**src/rtl/monitor_cmd_ctrl_pkg.sv**
```systemverilog
// Shared types, ASCII constants and the hex decode helper for the UART monitor command controller.
package monitor_pkg;

   typedef enum logic [3:0] {
      IDLE   = 4'd0,
      G_ADR  = 4'd1,
      G_RUN  = 4'd2,
      W_ADR  = 4'd3,
      W_DAT  = 4'd4,
      R_STA  = 4'd5,
      R_END  = 4'd6,
      R_DUMP = 4'd7,
      T_RUN  = 4'd8,
      S_RUN  = 4'd9
   } mon_state_t;

   localparam logic [7:0] CH_SP = 8'h20;
   localparam logic [7:0] CH_CR = 8'h0d;
   localparam logic [7:0] CH_G  = 8'h67;
   localparam logic [7:0] CH_W  = 8'h77;
   localparam logic [7:0] CH_R  = 8'h72;
   localparam logic [7:0] CH_T  = 8'h74;
   localparam logic [7:0] CH_S  = 8'h73;
   localparam logic [7:0] CH_Q  = 8'h71;

   // One-cycle strobes towards the monitor datapath
   typedef struct packed {
      logic cpu_start;
      logic write_address_set;
      logic write_data_en;
      logic read_start_set;
      logic read_end_set;
      logic read_stop;
      logic start_trush;
      logic start_step;
      logic quit_cmd;
      logic crlf_in;
      logic cmd_err;
   } mon_pulse_t;

   // Returns {valid, nibble}; accepts 0-9, a-f and A-F
   function automatic logic [4:0] hex_nibble(input logic [7:0] c);
      logic [4:0] r;
      r = 5'd0;
      if (c >= 8'h30 && c <= 8'h39)      r = {1'b1, 4'(c - 8'h30)};
      else if (c >= 8'h61 && c <= 8'h66) r = {1'b1, 4'(c - 8'h57)};
      else if (c >= 8'h41 && c <= 8'h46) r = {1'b1, 4'(c - 8'h37)};
      return r;
   endfunction

endpackage

```
**src/rtl/monitor_cmd_ctrl_if.sv**
```systemverilog
// Character input, busy flags and command strobes between the UART side and the command controller.
interface monitor_cmd_ctrl_if #(
   parameter int unsigned ADR_W = 8,
   parameter int unsigned DAT_W = 8
);
   logic [7:0]       rout;
   logic             rout_en;
   logic             dump_running;
   logic             trush_running;
   logic             cpu_running;
   logic [ADR_W-1:0] adr_out;
   logic [DAT_W-1:0] dat_out;
   logic             cpu_start;
   logic             write_address_set;
   logic             write_data_en;
   logic             read_start_set;
   logic             read_end_set;
   logic             read_stop;
   logic             start_trush;
   logic             start_step;
   logic             quit_cmd;
   logic             crlf_in;
   logic             cmd_err;

   modport master (
      output rout, rout_en, dump_running, trush_running, cpu_running,
      input  adr_out, dat_out, cpu_start, write_address_set, write_data_en,
             read_start_set, read_end_set, read_stop, start_trush, start_step,
             quit_cmd, crlf_in, cmd_err
   );

   modport slave (
      input  rout, rout_en, dump_running, trush_running, cpu_running,
      output adr_out, dat_out, cpu_start, write_address_set, write_data_en,
             read_start_set, read_end_set, read_stop, start_trush, start_step,
             quit_cmd, crlf_in, cmd_err
   );
endinterface

```
**src/rtl/monitor_cmd_ctrl_hex_token_acc.sv**
```systemverilog
// Hex token accumulator: shifts in nibbles up to a per-field digit limit and flags the digit that would exceed it.
module hex_token_acc #(
   parameter int unsigned ACC_W = 8,
   localparam int unsigned NDIG_W = $clog2(ACC_W / 4 + 1)
) (
   input  logic              clk,
   input  logic              rst_n,
   input  logic              dig_en,
   input  logic [3:0]        nibble,
   input  logic              clr,
   input  logic [NDIG_W-1:0] limit,
   output logic [ACC_W-1:0]  acc,
   output logic [NDIG_W-1:0] ndig,
   output logic              ovf_c
);

   assign ovf_c = dig_en && (ndig >= limit);

   // Clear wins over a digit so a rejected digit never lands in the next token
   always_ff @(posedge clk or negedge rst_n) begin
      if (!rst_n) begin
         acc  <= '0;
         ndig <= '0;
      end else if (clr) begin
         acc  <= '0;
         ndig <= '0;
      end else if (dig_en && !ovf_c) begin
         acc  <= ACC_W'({acc, nibble});
         ndig <= ndig + NDIG_W'(1);
      end
   end

endmodule

```
**src/rtl/monitor_cmd_ctrl.sv**
```systemverilog
// UART monitor command parser: registers each received character, then decodes it into
// state changes and one-cycle strobes on the following edge.
module monitor_cmd_ctrl
   import monitor_pkg::*;
#(
   parameter int unsigned ADR_W = 8,
   parameter int unsigned DAT_W = 8
) (
   input  logic              clk,
   input  logic              rst_n,
   monitor_cmd_ctrl_if.slave bus
);

   localparam int unsigned ACC_W  = (ADR_W > DAT_W) ? ADR_W : DAT_W;
   localparam int unsigned NDIG_W = $clog2(ACC_W / 4 + 1);
   localparam logic [NDIG_W-1:0] ADR_DIGS = NDIG_W'(ADR_W / 4);
   localparam logic [NDIG_W-1:0] DAT_DIGS = NDIG_W'(DAT_W / 4);

   localparam logic [3:0] ST_IDLE   = 4'(IDLE);
   localparam logic [3:0] ST_G_ADR  = 4'(G_ADR);
   localparam logic [3:0] ST_G_RUN  = 4'(G_RUN);
   localparam logic [3:0] ST_W_ADR  = 4'(W_ADR);
   localparam logic [3:0] ST_W_DAT  = 4'(W_DAT);
   localparam logic [3:0] ST_R_STA  = 4'(R_STA);
   localparam logic [3:0] ST_R_END  = 4'(R_END);
   localparam logic [3:0] ST_R_DUMP = 4'(R_DUMP);
   localparam logic [3:0] ST_T_RUN  = 4'(T_RUN);
   localparam logic [3:0] ST_S_RUN  = 4'(S_RUN);

   logic [7:0]       pdata;
   logic             data_en;
   logic [3:0]       state_q, state_d;
   logic [ADR_W-1:0] adr_q, adr_d;
   logic [DAT_W-1:0] dat_q, dat_d;
   mon_pulse_t       pulse_q, pulse_d;

   logic [4:0]        hex_c;
   logic              is_dig, is_sep, is_cr, is_q;
   logic              collecting;
   logic              acc_dig_en, acc_clr, acc_ovf;
   logic [NDIG_W-1:0] acc_limit;
   logic [ACC_W-1:0]  acc;
   logic [NDIG_W-1:0] ndig;

   // Input stage: one character per cycle, no stall
   always_ff @(posedge clk or negedge rst_n) begin
      if (!rst_n) begin
         pdata   <= '0;
         data_en <= 1'b0;
      end else begin
         pdata   <= bus.rout;
         data_en <= bus.rout_en;
      end
   end

   assign hex_c  = hex_nibble(pdata);
   assign is_dig = data_en && hex_c[4];
   assign is_cr  = data_en && (pdata == CH_CR);
   assign is_sep = data_en && ((pdata == CH_SP) || (pdata == CH_CR));
   assign is_q   = data_en && (pdata == CH_Q);

   assign collecting = state_q inside {ST_G_ADR, ST_W_ADR, ST_W_DAT, ST_R_STA, ST_R_END};
   assign acc_limit  = (state_q == ST_W_DAT) ? DAT_DIGS : ADR_DIGS;
   assign acc_dig_en = collecting && is_dig;

   hex_token_acc #(.ACC_W(ACC_W)) u_acc (
      .clk    (clk),
      .rst_n  (rst_n),
      .dig_en (acc_dig_en),
      .nibble (hex_c[3:0]),
      .clr    (acc_clr),
      .limit  (acc_limit),
      .acc    (acc),
      .ndig   (ndig),
      .ovf_c  (acc_ovf)
   );

   // Next state, token completion and strobes for the decoded character
   always_comb begin
      state_d         = state_q;
      adr_d           = adr_q;
      dat_d           = dat_q;
      pulse_d         = '0;
      acc_clr         = 1'b0;
      pulse_d.crlf_in = is_cr;

      if (is_q) begin
         state_d          = ST_IDLE;
         acc_clr          = 1'b1;
         pulse_d.quit_cmd = 1'b1;
         if (state_q == ST_R_DUMP) pulse_d.read_stop = 1'b1;
         if (state_q == ST_IDLE)   pulse_d.crlf_in   = 1'b1;
      end else begin
         case (state_q)
            ST_IDLE: begin
               if (data_en) begin
                  case (pdata)
                     CH_G: state_d = ST_G_ADR;
                     CH_W: state_d = ST_W_ADR;
                     CH_R: state_d = ST_R_STA;
                     CH_T: begin
                        state_d             = ST_T_RUN;
                        pulse_d.start_trush = 1'b1;
                        pulse_d.crlf_in     = 1'b1;
                     end
                     CH_S: begin
                        state_d            = ST_S_RUN;
                        pulse_d.start_step = 1'b1;
                        pulse_d.crlf_in    = 1'b1;
                     end
                     default: ;
                  endcase
               end
            end
            ST_G_ADR, ST_W_ADR, ST_W_DAT, ST_R_STA, ST_R_END: begin
               if (acc_ovf || (data_en && !hex_c[4] && !is_sep)) begin
                  state_d         = ST_IDLE;
                  acc_clr         = 1'b1;
                  pulse_d.cmd_err = 1'b1;
                  pulse_d.crlf_in = 1'b1;
               end else if (is_sep && (ndig != '0)) begin
                  acc_clr = 1'b1;
                  case (state_q)
                     ST_G_ADR: begin
                        adr_d             = ADR_W'(acc);
                        pulse_d.cpu_start = 1'b1;
                        pulse_d.crlf_in   = 1'b1;
                        state_d           = ST_G_RUN;
                     end
                     ST_W_ADR: begin
                        adr_d                     = ADR_W'(acc);
                        pulse_d.write_address_set = 1'b1;
                        pulse_d.crlf_in           = 1'b1;
                        state_d                   = ST_W_DAT;
                     end
                     ST_W_DAT: begin
                        dat_d                 = DAT_W'(acc);
                        pulse_d.write_data_en = 1'b1;
                     end
                     ST_R_STA: begin
                        adr_d                  = ADR_W'(acc);
                        pulse_d.read_start_set = 1'b1;
                        state_d                = ST_R_END;
                     end
                     ST_R_END: begin
                        adr_d                = ADR_W'(acc);
                        pulse_d.read_end_set = 1'b1;
                        pulse_d.crlf_in      = 1'b1;
                        state_d              = ST_R_DUMP;
                     end
                     default: ;
                  endcase
               end
            end
            ST_G_RUN:  ;
            ST_R_DUMP: if (!bus.dump_running)  state_d = ST_IDLE;
            ST_T_RUN:  if (!bus.trush_running) state_d = ST_IDLE;
            ST_S_RUN:  if (!bus.cpu_running)   state_d = ST_IDLE;
            default:   state_d = ST_IDLE;
         endcase
      end
   end

   always_ff @(posedge clk or negedge rst_n) begin
      if (!rst_n) begin
         state_q <= ST_IDLE;
         adr_q   <= '0;
         dat_q   <= '0;
         pulse_q <= '0;
      end else begin
         state_q <= state_d;
         adr_q   <= adr_d;
         dat_q   <= dat_d;
         pulse_q <= pulse_d;
      end
   end

   assign bus.adr_out           = adr_q;
   assign bus.dat_out           = dat_q;
   assign bus.cpu_start         = pulse_q.cpu_start;
   assign bus.write_address_set = pulse_q.write_address_set;
   assign bus.write_data_en     = pulse_q.write_data_en;
   assign bus.read_start_set    = pulse_q.read_start_set;
   assign bus.read_end_set      = pulse_q.read_end_set;
   assign bus.read_stop         = pulse_q.read_stop;
   assign bus.start_trush       = pulse_q.start_trush;
   assign bus.start_step        = pulse_q.start_step;
   assign bus.quit_cmd          = pulse_q.quit_cmd;
   assign bus.crlf_in           = pulse_q.crlf_in;
   assign bus.cmd_err           = pulse_q.cmd_err;

endmodule

```
**src/flat_wrapper.sv**
```systemverilog
// flat-port wrapper written by rule: the top's interface ports become plain ports
module monitor_cmd_ctrl_flat import monitor_pkg::*;
#(
   parameter int unsigned ADR_W = 8,
   parameter int unsigned DAT_W = 8
)
  (clk, rst_n, bus_rout, bus_rout_en, bus_dump_running, bus_trush_running, bus_cpu_running, bus_adr_out, bus_dat_out, bus_cpu_start, bus_write_address_set, bus_write_data_en, bus_read_start_set, bus_read_end_set, bus_read_stop, bus_start_trush, bus_start_step, bus_quit_cmd, bus_crlf_in, bus_cmd_err);
  monitor_cmd_ctrl_if #(.ADR_W(ADR_W), .DAT_W(DAT_W)) bus_i ();
  input  logic clk;
  input  logic rst_n;
  input wire logic [$bits(bus_i.rout)-1:0] bus_rout;
  input wire logic [$bits(bus_i.rout_en)-1:0] bus_rout_en;
  input wire logic [$bits(bus_i.dump_running)-1:0] bus_dump_running;
  input wire logic [$bits(bus_i.trush_running)-1:0] bus_trush_running;
  input wire logic [$bits(bus_i.cpu_running)-1:0] bus_cpu_running;
  output wire logic [$bits(bus_i.adr_out)-1:0] bus_adr_out;
  output wire logic [$bits(bus_i.dat_out)-1:0] bus_dat_out;
  output wire logic [$bits(bus_i.cpu_start)-1:0] bus_cpu_start;
  output wire logic [$bits(bus_i.write_address_set)-1:0] bus_write_address_set;
  output wire logic [$bits(bus_i.write_data_en)-1:0] bus_write_data_en;
  output wire logic [$bits(bus_i.read_start_set)-1:0] bus_read_start_set;
  output wire logic [$bits(bus_i.read_end_set)-1:0] bus_read_end_set;
  output wire logic [$bits(bus_i.read_stop)-1:0] bus_read_stop;
  output wire logic [$bits(bus_i.start_trush)-1:0] bus_start_trush;
  output wire logic [$bits(bus_i.start_step)-1:0] bus_start_step;
  output wire logic [$bits(bus_i.quit_cmd)-1:0] bus_quit_cmd;
  output wire logic [$bits(bus_i.crlf_in)-1:0] bus_crlf_in;
  output wire logic [$bits(bus_i.cmd_err)-1:0] bus_cmd_err;
  assign bus_i.rout = bus_rout;
  assign bus_i.rout_en = bus_rout_en;
  assign bus_i.dump_running = bus_dump_running;
  assign bus_i.trush_running = bus_trush_running;
  assign bus_i.cpu_running = bus_cpu_running;
  assign bus_adr_out = bus_i.adr_out;
  assign bus_dat_out = bus_i.dat_out;
  assign bus_cpu_start = bus_i.cpu_start;
  assign bus_write_address_set = bus_i.write_address_set;
  assign bus_write_data_en = bus_i.write_data_en;
  assign bus_read_start_set = bus_i.read_start_set;
  assign bus_read_end_set = bus_i.read_end_set;
  assign bus_read_stop = bus_i.read_stop;
  assign bus_start_trush = bus_i.start_trush;
  assign bus_start_step = bus_i.start_step;
  assign bus_quit_cmd = bus_i.quit_cmd;
  assign bus_crlf_in = bus_i.crlf_in;
  assign bus_cmd_err = bus_i.cmd_err;
  monitor_cmd_ctrl #(.ADR_W(ADR_W), .DAT_W(DAT_W)) u_core (.clk(clk), .rst_n(rst_n), .bus(bus_i));
endmodule
```
**config.mk**
```make
export PLATFORM = sky130hd
export DESIGN_NAME = monitor_cmd_ctrl_flat
export DESIGN_NICKNAME = d
export VERILOG_FILES = /design/src/rtl/monitor_cmd_ctrl_pkg.sv /design/src/rtl/monitor_cmd_ctrl_if.sv /design/src/rtl/monitor_cmd_ctrl_hex_token_acc.sv /design/src/rtl/monitor_cmd_ctrl.sv /design/src/flat_wrapper.sv
export SDC_FILE = /design/constraint.sdc
export NUM_CORES = 1
export LEC_CHECK = 0
export ABC_AREA = 1
export CORE_MARGIN = 2
export CORE_UTILIZATION = 43
export CTS_CLUSTER_SIZE = 24
export DETAILED_ROUTE_END_ITERATION = 6
export PLACE_DENSITY_LB_ADDON = 0.12
export SLEW_MARGIN = 40
export SYNTH_ARGS = -nofsm -noshare
export SYNTH_HDL_FRONTEND = slang
export SYNTH_SLANG_ARGS = --single-unit
export TNS_END_PERCENT = 20
```
**constraint.sdc**
```tcl
create_clock -name clk -period 1.95 [get_ports clk]
set_input_delay 0.39 -clock clk [delete_from_list [all_inputs] [get_ports clk]]
set_output_delay 0.39 -clock clk [all_outputs]
set_load 0.005 [all_outputs]
```
==> metrics.md <==
| Metric | Value |
|---|---|
| Final Net Count | 381 |
| Final GP Congestion | 0.864 |
| CTS tree | yes |
| Die extent in x | 82.1 µm |
| Crit path max fanout | 6 |
| Synth Instances | 304 |
| Hold Buf Count CTS | 0 |
| Slowest cell delay on critical path | 0.44 ns |
| Layout cells sized above 1 | 25.2% |
| Final min period | 1.90 ns |
| Via Count | 2117 |
| Htree depth | 2 |
| R2R Setup Slk | 0.05 ns |
| Pins Over Slew Limit | 0 |
| Flops & latches, synth | 50 |
| WL final | 5.30 mm |
| CP max-delay cell | dfrtp_1 |
| DRC | 0 |
| Pre-CTS setup slack | -0.0158 ns |
| Setup WS post-layout | 0.0473 ns |
| Area grow syn2layout | 29.1% |
| Clock insertion delay at the later pin of the skew report | 0.32 ns |
| Syn_nets | 325 |
| WP buf/inv | 2 |
| Max_cap viols | 0 |
| Ant diodes | 0 |
| Slew HR | 59.8% |
| Syn avg cell area | 8.63 µm² |
| Worst setup EP type | flop |
| P per Cell Area | 842 mW/mm² |
| HPWL Detailed | 3.91 mm |
| Multi-input logic area | 0.00130 mm² |
| Final worst-path cycle share | 97.6% |
| Num rows | 28 |
| Slew @ Worst Pin | 0.603 ns |
| Fillers | 541 |
| Yosys warnings | 0 |
| GRT Total Usage | 17.0% |
| Area of all sequential standard cells | 0.00125 mm² |
| R2R depth | 12 |
| Number of routed nets with antenna violations | 0 |
| Final Skew | 0.0140 ns |
| CTS max path bufs | 2 |
| R2r startpoint | u_core.pdata[0] |
| Unrepaired setup endpoints after global routing | yes |
| Die area | 0.00674 mm² |
| Routed wire length per instance | 12.1 µm |
| Peak VDD IR | 0.381 mV |
| Global route overflow | 0 |
| Initial antenna violation count | 0 |
| CP startpoint | u_core.pdata[0] |
| Clock share of power | 22.5% |
| FMAX | 526 MHz |
| Crit path launch type | flop |
| Crit path cell chain | buf_6 > ha_4 > nand3b_1 > nand2_1 > nor2_1 > nor2_1 > nand2_2 > buf_4 > nand3_1 > a21oi_1 > nand2_1 > nand2_1 |
| Largest delay share family, worst path | simple AND/OR/NAND/NOR gates |
| Flop pwr share | 42.2% |
| CP Class | flop to flop |
| # port buffers | 40 |
| Synth unique cells | 31 |
| I/O pin cnt | 41 |
| Area of the core | 0.00592 mm² |
| Post-synthesis sequential area ratio | 47.7% |
| Clk sinks | 50 |
| DP Area | 0.00310 mm² |
| Endpoints failing setup | 0 |
| Total stage count of the critical path | 12 |
| Fin area | 0.00339 mm² |
| Cell leakage power | 1.59 nW |
| R2R Path End | u_core.state_q[2] |
| Final-report hold violation count | 0 |
| Vias in the first global route | 1890 |
| Hold Crit Class | input port to async pin |
| Total chip power | 2.85 mW |
| Hold_ws | 0.152 ns |
| Comb pwr share | 35.3% |
| Mapped Area | 0.00262 mm² |
| Critical Path End | u_core.state_q[2] |
| Crit path top cell by count | nand2_1 |
| Root buffer cell | clkbuf_8 |
| Drt pass-1 iters | 4 |
| TNS Setup | 0 ns |
| Largest net degree at the start of global routing | 51 |
| Die Ht | 82.1 µm |
| P_sw | 1.11 mW |
| Clock Pin Slew Worst Setup and Hold Paths | 0.11 ns |
| Status | completed |
| Starting Density | 44.3% |
| Detailed router's first-iteration violation count | 129 |
| First-pass GRT wire length | 8.76 mm |
| CP required | 2.15 ns |
| WP data arrival | 2.11 ns |
| Int Pwr | 1.74 mW |
| DR vias/cell | 4.86 |
| Switching Share | 39.0% |
| TritonCTS Buffers | 5 |
-- through the flow --
stage	instances	util [%]
after floorplan	304	-
after global placement	418	52.4
after detailed placement	418	52.4
after CTS	426	54.1
after global routing	436	57.2
final	436	57.2
-- routing by layer --
| metal | wire, µm | vias to the layer above | track usage [%] |
|---|---|---|---|
| li1 | - | 1088 | - |
| met4 | 74 | 0 | 6.00 |
| met3 | 239 | 5 | 3.80 |
| met5 | 0 | - | 0 |
| met1 | 2530 | 970 | 23.6 |
| met2 | 2450 | 54 | 26.3 |
-- worst register-to-register path: stages, from the launching register on --
cell,delay [ns]
dfrtp_1,0.44
buf_6,0.15
ha_4,0.16
nand3b_1,0.17
nand2_1,0.08
nor2_1,0.04
nor2_1,0.15
nand2_2,0.16
buf_4,0.17
nand3_1,0.09
a21oi_1,0.08
nand2_1,0.06
nand2_1,0.05
-- power by group through the flow --
stage / combinational (mW) / clock (mW) / sequential [mW]
after floorplan: 0.707 / 0 / 1.18
final: 1.01 / 0.641 / 1.21
after CTS: 0.895 / 0.673 / 1.20
after detailed placement: 0.886 / 0 / 1.22
after global placement: 0.879 / 0 / 1.22
after global routing: 1.12 / 0.713 / 1.22
-- what timing repair did --
| action | CTS | global route |
|---|---|---|
| setup endpoints to repair | 1 | 32 |
| pin swaps | 0 | 11 |
| cloned | 0 | 1 |
| gates resized for setup | 1 | 23 |
| setup buffers | 0 | 9 |
-- sequential cells by signal (all words and copies together) (netlist names), 2 cells and up --
register            cells
u_core.bus.dat_out      8
u_core.pdata            8
u_core.bus.adr_out      8
u_core.u_acc.ndig       2
u_core.u_acc.acc        8
u_core.state_q          4
-- cells in the final DEF (no fill, tap or decap), types with 9 or more instances in the layout --
master and count:
nand2_2 13, buf_4 11, nor2_1 25, clkdlybuf4s50_1 39, inv_1 33, o21ai_1 9
nand3_1 16, dfrtp_1 50, nand2_1 69, o21ai_2 9, a21oi_2 9
-- synthesized netlist by cell type --
cell type	n	area share, %
nand2_1	70	10
dfrtp_1	50	48
inv_1	35	5.0
nor2_1	27	3.9
nand3_1	18	3.4
nand2_2	15	3.6
o21ai_1	9	1.7
o21ai_2	9	3.0
a21oi_1	8	1.5
a21oi_2	7	2.3
ha_1	7	3.3
o21ai_0	6	1.1
nor2_4	5	2.1
inv_2	4	0.57
nand3_2	4	1.5
nor2_2	4	0.95
nand4_1	3	0.72
nor3_1	3	0.57
nor4_1	3	0.72
xor2_1	3	1.0
buf_4	2	0.57
nand2_4	2	0.86
nand3_4	2	1.3
buf_2	1	0.19
buf_6	1	0.43
clkinv_1	1	0.14
inv_4	1	0.24
nand3b_1	1	0.29
nor3_2	1	0.38
o211ai_1	1	0.29
o21bai_2	1	0.43
-- cells by family (layout without fill, tap and decap cells) --
family	count (synthesis)	in the layout	share of synthesized area (%)
flip-flops	50	50	47.7
buffers and inverters	45	101	7.15
adder cells (fa/ha/maj)	7	7	3.34
AND/OR/NAND/NOR	158	159	30.4
XOR/XNOR	3	3	1.00
AO/OA/AOI/OAI	41	41	10.4
-- worst min-delay path by stage --
stage / from / endpoint / slack, ns / cells past startpoint
finish: rst_n / u_core.bus.write_data_en / 0.15 / 2
CTS: rst_n / u_core.bus.write_data_en / 0.18 / 2
global placement: u_core.bus.adr_out[3] / u_core.bus.adr_out[3] / 0.47 / 2
global route: rst_n / u_core.bus.write_data_en / 0.20 / 2
floorplan: rst_n / u_core.bus.adr_out[0] / 0.09 / 0
detailed placement: u_core.bus.dat_out[7] / u_core.bus.dat_out[7] / 0.47 / 2
-- area by class of cell --
cell class / count / area share [%]
clock buffer: 5 / 2.03
clock inverter: 3 / 0.849
inverter: 41 / 4.65
multi-input combinational: 210 / 38.3
sequential: 50 / 36.9
tap: 75 / 2.77
timing repair buffer: 52 / 14.4
Power figures use the tool's default switching activity.
